===== config.mk =====
export PLATFORM = sky130hd
export DESIGN_NAME = inject_scheduler
export DESIGN_NICKNAME = d
export VERILOG_FILES = /design/src/rtl/inject_scheduler_pkg.sv /design/src/rtl/inject_scheduler_fifo.sv /design/src/rtl/inject_scheduler.sv
export SDC_FILE = /design/constraint.sdc
export NUM_CORES = 1
export LEC_CHECK = 0
export CAP_MARGIN = 20
export CORE_MARGIN = 4
export CORE_UTILIZATION = 55
export CTS_BUF_LIST = sky130_fd_sc_hd__clkbuf_2
export DETAILED_ROUTE_END_ITERATION = 10
export PLACE_DENSITY_LB_ADDON = 0.05
export SLEW_MARGIN = 20
export SYNTH_ARGS = -nofsm -noshare
export SYNTH_HDL_FRONTEND = slang
export SYNTH_HIERARCHICAL = 1
export SYNTH_SLANG_ARGS = --single-unit

===== constraint.sdc =====
create_clock -name clk -period 3.11 [get_ports clk]
set_input_delay 0.4665 -clock clk [delete_from_list [all_inputs] [get_ports clk]]
set_output_delay 0.4665 -clock clk [all_outputs]
set_load 0.03 [all_outputs]

===== src/rtl/inject_scheduler_pkg.sv =====
// Shared flit layout, port codes and scheduler state encoding for the
// injection, ejection and permutation datapaths.
package inject_scheduler_pkg;

  localparam int FLIT_W      = 32;
  localparam int GOLD_BIT    = 0;
  localparam int VALID_BIT   = 1;
  localparam int INPORT_LSB  = 2;
  localparam int INPORT_MSB  = 3;
  localparam int OUTPORT_LSB = 4;
  localparam int OUTPORT_MSB = 6;
  localparam int SRC_LSB     = 7;
  localparam int SRC_MSB     = 10;
  localparam int DST_LSB     = 11;
  localparam int DST_MSB     = 14;
  localparam int SEQ_LSB     = 15;
  localparam int SEQ_MSB     = 19;
  localparam int PAYLOAD_LSB = 20;
  localparam int PAYLOAD_MSB = 31;

  localparam int SEQ_W     = SEQ_MSB - SEQ_LSB + 1;
  localparam int PAYLOAD_W = PAYLOAD_MSB - PAYLOAD_LSB + 1;
  localparam int ADDR_W    = SRC_MSB - SRC_LSB + 1;
  localparam int PORT_W    = OUTPORT_MSB - OUTPORT_LSB + 1;

  localparam logic [PORT_W-1:0] PORT_N     = 3'b000;
  localparam logic [PORT_W-1:0] PORT_E     = 3'b001;
  localparam logic [PORT_W-1:0] PORT_S     = 3'b010;
  localparam logic [PORT_W-1:0] PORT_W_DIR = 3'b011;
  localparam logic [PORT_W-1:0] PORT_LOCAL = 3'b100;

  typedef enum logic [1:0] {
    IDLE    = 2'd0,
    REQ     = 2'd1,
    STARVED = 2'd2
  } inj_state_e;

  // One buffered flit as the core hands it over, before stamping.
  typedef struct packed {
    logic [PAYLOAD_W-1:0] payload;
    logic [ADDR_W-1:0]    dest;
    logic [PORT_W-1:0]    outport;
    logic                 last;
  } inj_entry_t;

  localparam int ENTRY_W = $bits(inj_entry_t);

  function automatic logic [FLIT_W-1:0] stamp_flit(
    input logic [PORT_W-1:0]    outport,
    input logic [ADDR_W-1:0]    dest,
    input logic [PAYLOAD_W-1:0] payload,
    input logic [SEQ_W-1:0]     seq,
    input logic [ADDR_W-1:0]    src,
    input logic                 gold
  );
    logic [FLIT_W-1:0] f;
    f                            = '0;
    f[GOLD_BIT]                  = gold;
    f[VALID_BIT]                 = 1'b1;
    f[INPORT_MSB:INPORT_LSB]     = 2'b00;
    f[OUTPORT_MSB:OUTPORT_LSB]   = outport;
    f[SRC_MSB:SRC_LSB]           = src;
    f[DST_MSB:DST_LSB]           = dest;
    f[SEQ_MSB:SEQ_LSB]           = seq;
    f[PAYLOAD_MSB:PAYLOAD_LSB]   = payload;
    return f;
  endfunction

endpackage


===== src/rtl/inject_scheduler_fifo.sv =====
// Synchronous FIFO with occupancy count; push is refused when full even if
// a pop happens on the same edge.
module inj_fifo #(
  parameter int  W     = 20,
  parameter int  DEPTH = 8,
  localparam int AW    = $clog2(DEPTH),
  localparam int CW    = AW + 1
) (
  input  logic          clk,
  input  logic          rst_n,
  input  logic          push,
  input  logic [W-1:0]  wdata,
  input  logic          pop,
  output logic [W-1:0]  rdata,
  output logic [CW-1:0] count,
  output logic          full,
  output logic          empty
);

  logic [W-1:0]  mem_q [DEPTH];
  logic [W-1:0]  mem_d [DEPTH];
  logic [AW-1:0] wr_ptr_q, wr_ptr_d;
  logic [AW-1:0] rd_ptr_q, rd_ptr_d;
  logic [CW-1:0] count_q, count_d;
  logic          do_push;
  logic          do_pop;

  assign full    = (count_q == CW'(DEPTH));
  assign empty   = (count_q == '0);
  assign count   = count_q;
  assign rdata   = mem_q[rd_ptr_q];
  assign do_push = push && !full;
  assign do_pop  = pop && !empty;

  always_comb begin
    mem_d    = mem_q;
    wr_ptr_d = wr_ptr_q;
    rd_ptr_d = rd_ptr_q;
    count_d  = count_q + CW'(do_push) - CW'(do_pop);
    if (do_push) begin
      mem_d[wr_ptr_q] = wdata;
      wr_ptr_d        = wr_ptr_q + AW'(1);
    end
    if (do_pop) begin
      rd_ptr_d = rd_ptr_q + AW'(1);
    end
  end

  always_ff @(posedge clk or negedge rst_n) begin
    if (!rst_n) begin
      for (int i = 0; i < DEPTH; i++) begin
        mem_q[i] <= '0;
      end
      wr_ptr_q <= '0;
      rd_ptr_q <= '0;
      count_q  <= '0;
    end else begin
      mem_q    <= mem_d;
      wr_ptr_q <= wr_ptr_d;
      rd_ptr_q <= rd_ptr_d;
      count_q  <= count_d;
    end
  end

endmodule


===== src/rtl/inject_scheduler.sv =====
// Local injection front end: buffers core flits, stamps the head flit and
// requests the router, rotates the golden source and flags starvation.
module inject_scheduler
  import inject_scheduler_pkg::*;
#(
  parameter logic [3:0] NODE_ID      = 4'd0,
  parameter int         DEPTH        = 8,
  parameter int         EPOCH_LEN    = 64,
  parameter int         STARVE_LIMIT = 32,
  localparam int        CW           = $clog2(DEPTH) + 1
) (
  input  logic          clk,
  input  logic          rst_n,
  input  logic          push_valid,
  output logic          push_ready,
  input  logic [2:0]    push_outport,
  input  logic [3:0]    push_dest,
  input  logic [11:0]   push_payload,
  input  logic          push_last,
  output logic [31:0]   inject_flit,
  output logic          inj_bit,
  input  logic          injection_status,
  output logic [3:0]    golden_src,
  output logic          starved,
  output logic [CW-1:0] fifo_count
);

  localparam int EW = $clog2(EPOCH_LEN);
  localparam int SW = $clog2(STARVE_LIMIT + 1);

  // Handshakes: a push transfers on an edge where push_valid && push_ready;
  // a flit leaves on an edge where inj_bit && injection_status. Neither side
  // may retract valid data, and status seen while inj_bit=0 is ignored.

  inj_state_e    state_q, state_d;
  logic [SEQ_W-1:0] seq_q, seq_d;
  logic [EW-1:0] epoch_q, epoch_d;
  logic [3:0]    golden_q, golden_d;
  logic [SW-1:0] starve_q, starve_d;

  inj_entry_t    push_entry;
  inj_entry_t    head;
  logic          fifo_full;
  logic          fifo_empty;
  logic          push_acc;
  logic          pop;
  logic [CW-1:0] count_after;

  assign push_entry = {push_payload, push_dest, push_outport, push_last};
  assign push_ready = !fifo_full;
  assign push_acc   = push_valid && !fifo_full;
  assign inj_bit    = (state_q != IDLE);
  assign starved    = (state_q == STARVED);
  assign golden_src = golden_q;
  assign pop        = inj_bit && injection_status && !fifo_empty;

  // Occupancy as it will be after this edge; lets a freshly pushed flit
  // request on the very next cycle and keeps back-to-back pops in REQ.
  assign count_after = fifo_count + CW'(push_acc) - CW'(pop);

  inj_fifo #(
    .W     (ENTRY_W),
    .DEPTH (DEPTH)
  ) u_fifo (
    .clk   (clk),
    .rst_n (rst_n),
    .push  (push_acc),
    .wdata (push_entry),
    .pop   (pop),
    .rdata (head),
    .count (fifo_count),
    .full  (fifo_full),
    .empty (fifo_empty)
  );

  always_comb begin
    state_d  = state_q;
    starve_d = starve_q;
    seq_d    = seq_q;
    if (pop) begin
      seq_d = head.last ? '0 : seq_q + SEQ_W'(1);
    end
    case (state_q)
      IDLE: begin
        starve_d = '0;
        if (count_after != '0) begin
          state_d = REQ;
        end
      end
      REQ, STARVED: begin
        if (pop) begin
          starve_d = '0;
          state_d  = (count_after != '0) ? REQ : IDLE;
        end else begin
          if (starve_q < SW'(STARVE_LIMIT)) begin
            starve_d = starve_q + SW'(1);
          end
          if (starve_d >= SW'(STARVE_LIMIT - 1)) begin
            state_d = STARVED;
          end
        end
      end
      default: begin
        state_d  = IDLE;
        starve_d = '0;
      end
    endcase
  end

  always_comb begin
    epoch_d  = epoch_q + EW'(1);
    golden_d = golden_q;
    if (epoch_q == EW'(EPOCH_LEN - 1)) begin
      epoch_d  = '0;
      golden_d = golden_q + 4'd1;
    end
  end

  // Gold bit follows the live epoch, so a waiting flit can change colour.
  always_comb begin
    inject_flit = '0;
    if (inj_bit) begin
      inject_flit = stamp_flit(head.outport, head.dest, head.payload, seq_q,
                               NODE_ID, (golden_q == NODE_ID));
    end
  end

  always_ff @(posedge clk or negedge rst_n) begin
    if (!rst_n) begin
      state_q  <= IDLE;
      seq_q    <= '0;
      epoch_q  <= '0;
      golden_q <= '0;
      starve_q <= '0;
    end else begin
      state_q  <= state_d;
      seq_q    <= seq_d;
      epoch_q  <= epoch_d;
      golden_q <= golden_d;
      starve_q <= starve_d;
    end
  end

endmodule

==> results of run 1 <==
[placed cells by master (no fill, tap or decap), drive strengths merged, types with 4 or more instances in the layout]
| master | synthesis | final |
|---|---|---|
| dfrtp | 193 | 193 |
| mux2 | 183 | 183 |
| buf | 32 | 55 |
| mux4 | 40 | 40 |
| clkdlybuf4s50 | 0 | 31 |
| inv | 22 | 27 |
| nor2b | 26 | 26 |
| ha | 20 | 20 |
| clkbuf | 8 | 18 |
| nand2 | 13 | 13 |
| nor2 | 12 | 12 |
| xor2 | 10 | 10 |
| nand3 | 9 | 9 |
| xnor2 | 9 | 9 |
| o21ai | 8 | 8 |
| conb | 1 | 6 |
| clkinv | 0 | 6 |
| dlymetal6s2s | 0 | 5 |
| a21oi | 5 | 5 |
| nand2b | 4 | 4 |
[registers in the layout, indices dropped and copies added, names as in the netlist]
register,count
golden_src,4
epoch_q,6
u_fifo/mem_q,160
seq_q,5
u_fifo/wr_ptr_q,3
starve_q,6
state_q,2
u_fifo/count,4
u_fifo/rd_ptr_q,3
[critical path, cell delays in order (launching register included)]
cell and delay [ns]:
dfrtp_2 0.57, buf_6 0.15, buf_16 0.13, mux4_2 0.49
mux2_4 0.27, nor2b_2 0.16, buf_6 0.14
[worst max-delay path by stage]
| stage | start | endpoint | cells past startpoint |
|---|---|---|---|
| 2_1_floorplan | u_fifo/count[2] | state_q[0] | 16 |
| 3_3_place_gp | injection_status | state_q[0] | 13 |
| 3_5_place_dp | injection_status | state_q[1] | 13 |
| 4_1_cts | u_fifo/rd_ptr_q[0] | inject_flit[31] | 5 |
| 5_1_grt | u_fifo/rd_ptr_q[0] | inject_flit[21] | 6 |
| 6_report | u_fifo/rd_ptr_q[0] | inject_flit[31] | 6 |
[power groups by stage]
stage / Clock, mW / Sequential (mW) / Combinational [mW]
floorplan: 0 / 4.24 / 4.60
global placement: 0 / 4.33 / 6.03
detailed placement: 0 / 4.42 / 6.17
CTS: 1.49 / 4.36 / 6.34
global route: 1.61 / 4.52 / 6.96
finish: 1.44 / 4.38 / 6.48
[per-stage QoR]
| step | hold slack [ns] | area, um2 | power [mW] |
|---|---|---|---|
| after floorplan | 0.171 | 9510 | 8.84 |
| after global placement | 0.458 | 10300 | 10.4 |
| after detailed placement | 0.475 | 10300 | 10.6 |
| after CTS | 0.203 | 10800 | 12.2 |
| final | 0.257 | 10900 | 12.3 |
| after global routing | 0.207 | 10900 | 13.1 |
[layout make-up]
type                    count  share of cell area [%]
flip-flops and latches    193                    44.5
well taps                 220                    2.53
repair buffers             96                    8.78
inverters                  22                   0.840
multi-input cells         381                    40.6
diodes                      1                  0.0230
clock inverters            15                    2.03
clock buffers              17                   0.783
[cells by family after synthesis]
family,after synthesis,share of synthesized area [%]
adder cells (fa/ha/maj),22,3.08
flip-flops,193,51.2
multiplexers,224,33.1
buffers and inverters,62,3.62
XOR/XNOR,19,1.77
AO/OA/AOI/OAI,23,1.47
other,1,0.0398
AND/OR/NAND/NOR,87,5.68
[per-layer routing]
metal / vias to the layer above / part of all wire [%] / track usage [%]
li1: 2428 / - / -
met1: 2851 / 46 / 29.3
met2: 81 / 50 / 33.9
met3: 14 / 3.2 / 4.21
met4: 0 / 1.0 / 4.38
met5: - / 0 / 0
[repair_timing]
action | CTS | global route
endpoints found under the setup margin | 28 | 27
hold buffers | 1 | 0
gates cloned | 3 | 0
resized for setup | 86 | 84
pin swaps | 0 | 5
hold endpoints to repair | 69 | 0
buffers inserted | 5 | 9
==> flow_summary_export.csv, run 1 <==
group,metric,value,unit
outcome,status,"finished, violations left",
final_layout,layout-drive-gt1-share,47.8,%
final_layout,final_nets,757,
power,internal_power,7.87,mW
critical_path,crit_fanout,7,
final_layout,area_growth,15.3,%
detailed_routing,vias,5374,
power,clockPowerShare,11.7,%
yosys,ys_async_sr_fraction,100,%
yosys,synthTopCellsByCount,"dfrtp_1 (193), mux2_2 (142), mux2_4 (40), mux4_2 (40), nor2b_1 (26)",
detailed_routing,first_iter_violations,257,
yosys,synth_ff_type,"dfrtp_1",
detailed_routing,route.detailed.drc,0,
place,placed_cells,899,
timing,worst_slack,-0.0167,ns
cts,cts_buffers,17,
power,p_per_area,1130,nW/um2
floorplanning,ios,67,
cts,clkLatencyLatePin,0.76,ns
critical_path,rr_endpoint,"state_q[0]",
yosys,synth.top_cell.area_share,51.2,%
place,dp_worst_setup_slack,-0.0372,ns
cts,h-tree-depth,4,
power,seqPwrFrac,35.6,%
timing,report.final.slew_viol_count,0,
final_layout,post-route-util,65.1,%
yosys,synth_area_leaders,"dfrtp_1 (51%), mux2_2 (17%), mux4_2 (9.6%)",
floorplanning,die_w,139,um
power,p_leak,4.94,nW
place,globalplace.congestion,0.736,
global_route,grt_usage,20.7,%
critical_path,reg2reg_depth,15,
yosys,netlist_area,9430,um2
critical_path,arrival,2.66,ns
critical_path,start_kind,"flip-flop",
floorplanning,initial_core_util,56.5,%
detailed_routing,routedWlPerCell,20.3,um
critical_path,critPathRequiredTime,2.64,ns
detailed_routing,viasPerCell,5.69,
timing,hold_viol,0,
final_layout,multi_input_area,4410,um2
power,irDropWorstVdd,0.891,mV
detailed_routing,routed_wl,19.2,mm
timing,finalCriticalPeriod,3.13,ns
timing,rsz0062_at_grt,"true",
yosys,yosysSeqAreaShare,51.2,%
detailed_routing,ant_nets,0,
global_route,grt_pass1_vias,5852,
yosys,ys.warnings.count,6,
global_route,grt_pass1_wl,31.8,mm
yosys,syn_inst,631,
cts,cts.sinks,193,
timing,max_freq,320,MHz
yosys,synth.avg_cell_area,14.9,um2
floorplanning,std_cell_rows,47,
min_path,hp-class,"in2async",
timing,tightest_slew,0.729,ns
yosys,synth_largest_area_cell,"dfrtp_1",
yosys,ys_types,45,
yosys,synth_edf_count,0,
timing,setup_violations,6,
cts,root_buffer,"clkbuf_2",
critical_path,crit_type,"reg2out",
timing,clock_skew,0.0360,ns
yosys,synth.most_common_cell,"dfrtp_1",
detailed_routing,first_pass_iters,4,
place,portBuffers,60,
cts,cts_buffer_depth,2,
global_route,grt_max_degree,75,
final_layout,fin_cells,945,
floorplanning,die_h,139,um
final_layout,seq_area,4830,um2
timing,tns,-0.0566,ns
outcome,violations,"setup timing",
timing,post-route-period-util,101,%
final_layout,fillers,1251,
cts,cts.clk_slew.worst_paths,0.28,ns
critical_path,timing.rr.start,"u_fifo/count[3]",
critical_path,ff2ff_setup_slack,0.13,ns
timing,maxSlewHeadroom,51.4,%
power,p_comb_share,52.7,%
floorplanning,core,16700,um2
cts,cts_tree,"yes",
floorplanning,die-area,19300,um2
yosys,synth-seq-cells,193,
power,p_switching,4.42,mW
power,switching_share,36.0,%
place,dpl.hpwl,11.8,mm
global_route,globalRouteOverflowTotal,0,
global_route,antenna_found_initial,1,
critical_path,cp-end-kind,"primary output",
flow_run,cap_violations,0,
No activity file was read; power rests on OpenSTA's default activity.
==> run 2: changes to the inputs <==
--- a/config.mk
+++ b/config.mk
@@ -10,6 +10,7 @@
 export CORE_UTILIZATION = 55
 export CTS_BUF_LIST = sky130_fd_sc_hd__clkbuf_2
 export DETAILED_ROUTE_END_ITERATION = 10
+export HOLD_SLACK_MARGIN = 0.02
 export PLACE_DENSITY_LB_ADDON = 0.05
 export SLEW_MARGIN = 20
 export SYNTH_ARGS = -nofsm -noshare
==> results of run 2 <==
The final DEF is identical to that of run 1; final timing and power are the same.
==> run 3: changes to the inputs <==
--- a/config.mk
+++ b/config.mk
@@ -6,11 +6,11 @@
 export NUM_CORES = 1
 export LEC_CHECK = 0
 export CAP_MARGIN = 20
-export CORE_MARGIN = 4
+export CORE_MARGIN = 1
 export CORE_UTILIZATION = 55
 export CTS_BUF_LIST = sky130_fd_sc_hd__clkbuf_2
 export DETAILED_ROUTE_END_ITERATION = 10
-export HOLD_SLACK_MARGIN = 0.02
+export HOLD_SLACK_MARGIN = 0.1
 export PLACE_DENSITY_LB_ADDON = 0.05
 export SLEW_MARGIN = 20
 export SYNTH_ARGS = -nofsm -noshare
==> flow_summary_export.csv, run 3 (synthesis gave the netlist of run 1 again) <==
group,metric,value,unit
outcome,status,"complete, no violations",
critical_path,startpoint,"u_fifo/rd_ptr_q[0]",
final_layout,largest_reg_flops,160,
detailed_routing,ant_nets,0,
place,dpl.hpwl,11.9,mm
final_layout,n_antenna_cell,0,
place,globalplace.congestion,0.737,
power,p_per_area,1140,nW/um2
floorplanning,ios,67,
critical_path,timing.rr.start,"u_fifo/count[2]",
final_layout,layout-drive-gt1-share,47.9,%
final_layout,layout_commonest_cell,"dfrtp_1",
timing,tightest_slew,0.552,ns
timing,clock_skew,0.0275,ns
floorplanning,std_cell_rows,47,
final_layout,final_cell_area,10900,um2
critical_path,start_kind,"flip-flop",
floorplanning,die-area,17700,um2
critical_path,critPathRequiredTime,2.64,ns
global_route,grt_usage,24.3,%
timing,hold_viol,0,
cts,cts_tree,"yes",
global_route,grt_max_degree,57,
place,portBuffers,60,
flow_run,cap_violations,0,
timing,post-route-period-util,98.9,%
cts,cts_buffer_depth,2,
cts,h-tree-depth,4,
final_layout,area_growth,16.0,%
timing,finalCriticalPeriod,3.08,ns
critical_path,slowest_delay,0.49,ns
timing,setup_violations,0,
cts,cts_buffers,17,
detailed_routing,route.detailed.drc,0,
global_route,grt_pass1_wl,32.7,mm
floorplanning,core,16600,um2
critical_path,cp-end-kind,"primary output",
timing,worst_slack,0.0338,ns
timing,fin_worst_hold_slack,0.176,ns
floorplanning,initial_core_util,56.6,%
floorplanning,die_w,133,um
cts,cts.clk_slew.worst_paths,0.28,ns
detailed_routing,vias,5442,
detailed_routing,viasPerCell,5.75,
global_route,grt_pass1_vias,5954,
detailed_routing,first_pass_iters,5,
critical_path,path_cells,"buf_12 > buf_12 > buf_12 > mux4_2 > mux2_4 > nor2b_4 > buf_6",
global_route,antenna_found_initial,0,
global_route,globalRouteOverflowTotal,0,
critical_path,arrival,2.61,ns
critical_path,crit_slowest_cell,"mux4_2",
final_layout,final_cell_mix,"dfrtp_1 (190), mux2_2 (133), mux2_4 (49)",
cts,root_buffer,"clkbuf_2",
critical_path,reg2reg_depth,16,
timing,report.final.slew_viol_count,0,
place,dp_worst_setup_slack,-0.0309,ns
final_layout,largest_register,"u_fifo/mem_q",
cts,clkLatencyLatePin,0.77,ns
timing,maxSlewHeadroom,63.2,%
final_layout,reg_top3,"u_fifo/mem_q x160, epoch_q x6, starve_q x6",
floorplanning,die_h,133,um
power,p_leak,4.95,nW
place,place_area,10400,um2
critical_path,crit_type,"reg2out",
timing,max_freq,325,MHz
detailed_routing,routedWlPerCell,20.7,um
power,irDropWorstVdd,0.607,mV
detailed_routing,routed_wl,19.6,mm
critical_path,crit_fanout,6,
final_layout,final_nets,759,
timing,rsz0062_at_grt,"true",
timing,tns,0,ns
cts,cts.sinks,193,
detailed_routing,first_iter_violations,309,
critical_path,crit_top_cell,"buf_12",
min_path,hp-class,"in2async",
==> run 3: cell count changes in the layout (fill, tap and decap cells not counted), sizes merged <==
cell          change
clkinv            -1
dlymetal6s2s      -3
clkinvlp          +1
buf               +2
diode             -1
dlygate4sd2       +3
==> run 3: metrics by stage <==
stage          instances  utilization [%]  power (mW)
4_1_cts              946             65.6        12.5
6_report             946             65.7        12.5
3_3_place_gp         899             62.3        10.4
3_5_place_dp         899             62.3        10.7
5_1_grt              946             65.7        13.3
2_1_floorplan        636                -        8.84
==> run 3: worst paths after layout <==
check | end | slack, ns
worst max register to register | state_q[0] | 0.11
worst max-delay path | inject_flit[4] | 0.03
min in group clk | u_fifo/mem_q[75] | 0.48
max in group asynchronous | u_fifo/mem_q[138] | 2.10
worst min register to register | seq_q[4] | 0.52
worst min-delay path | u_fifo/mem_q[128] | 0.18
==> run 3: critical path: cells and delay by family, from the launching register on <==
| family | cells | cell delay, ns |
|---|---|---|
| buffers and inverters | 4 | 0.50 |
| flip-flops | 1 | 0.46 |
| multiplexers | 2 | 0.77 |
| AND/OR/NAND/NOR | 1 | 0.12 |
==> run 3: area by class of cell <==
type | count | area [um2]
clock inverters | 15 | 199
fillers | 1219 | 5700
repair buffers | 98 | 1040
clock buffers | 17 | 85.1
well taps | 220 | 275
inverters | 22 | 88.8
flip-flops and latches | 193 | 4830
multi-input cells | 381 | 4420
==> run 3: report_power, final <==
group	internal [mW]	switching [mW]
combinational	3.86	2.84
sequential	3.68	0.704
clock	0.479	0.910
total	8.02	4.45
==> run 3: per-layer routing <==
metal  track usage, %  vias to the layer above  part of all wire, %
li1                 -                     2440                    -
met1             33.4                     2905                   46
met2             40.1                       81                   51
met3             4.25                       16                  2.5
met4             6.64                        0                  1.0
met5                0                        -                    0
==> run 3: what timing repair did <==
action / 4_1_cts / 5_1_grt
gates cloned: 4 / 0
setup endpoints to repair: 28 / 24
gates resized for setup: 137 / 18
pin swaps: 0 / 1
buffers inserted: 10 / 2
hold endpoints to repair: 182 / 0
hold buffers: 1 / 0
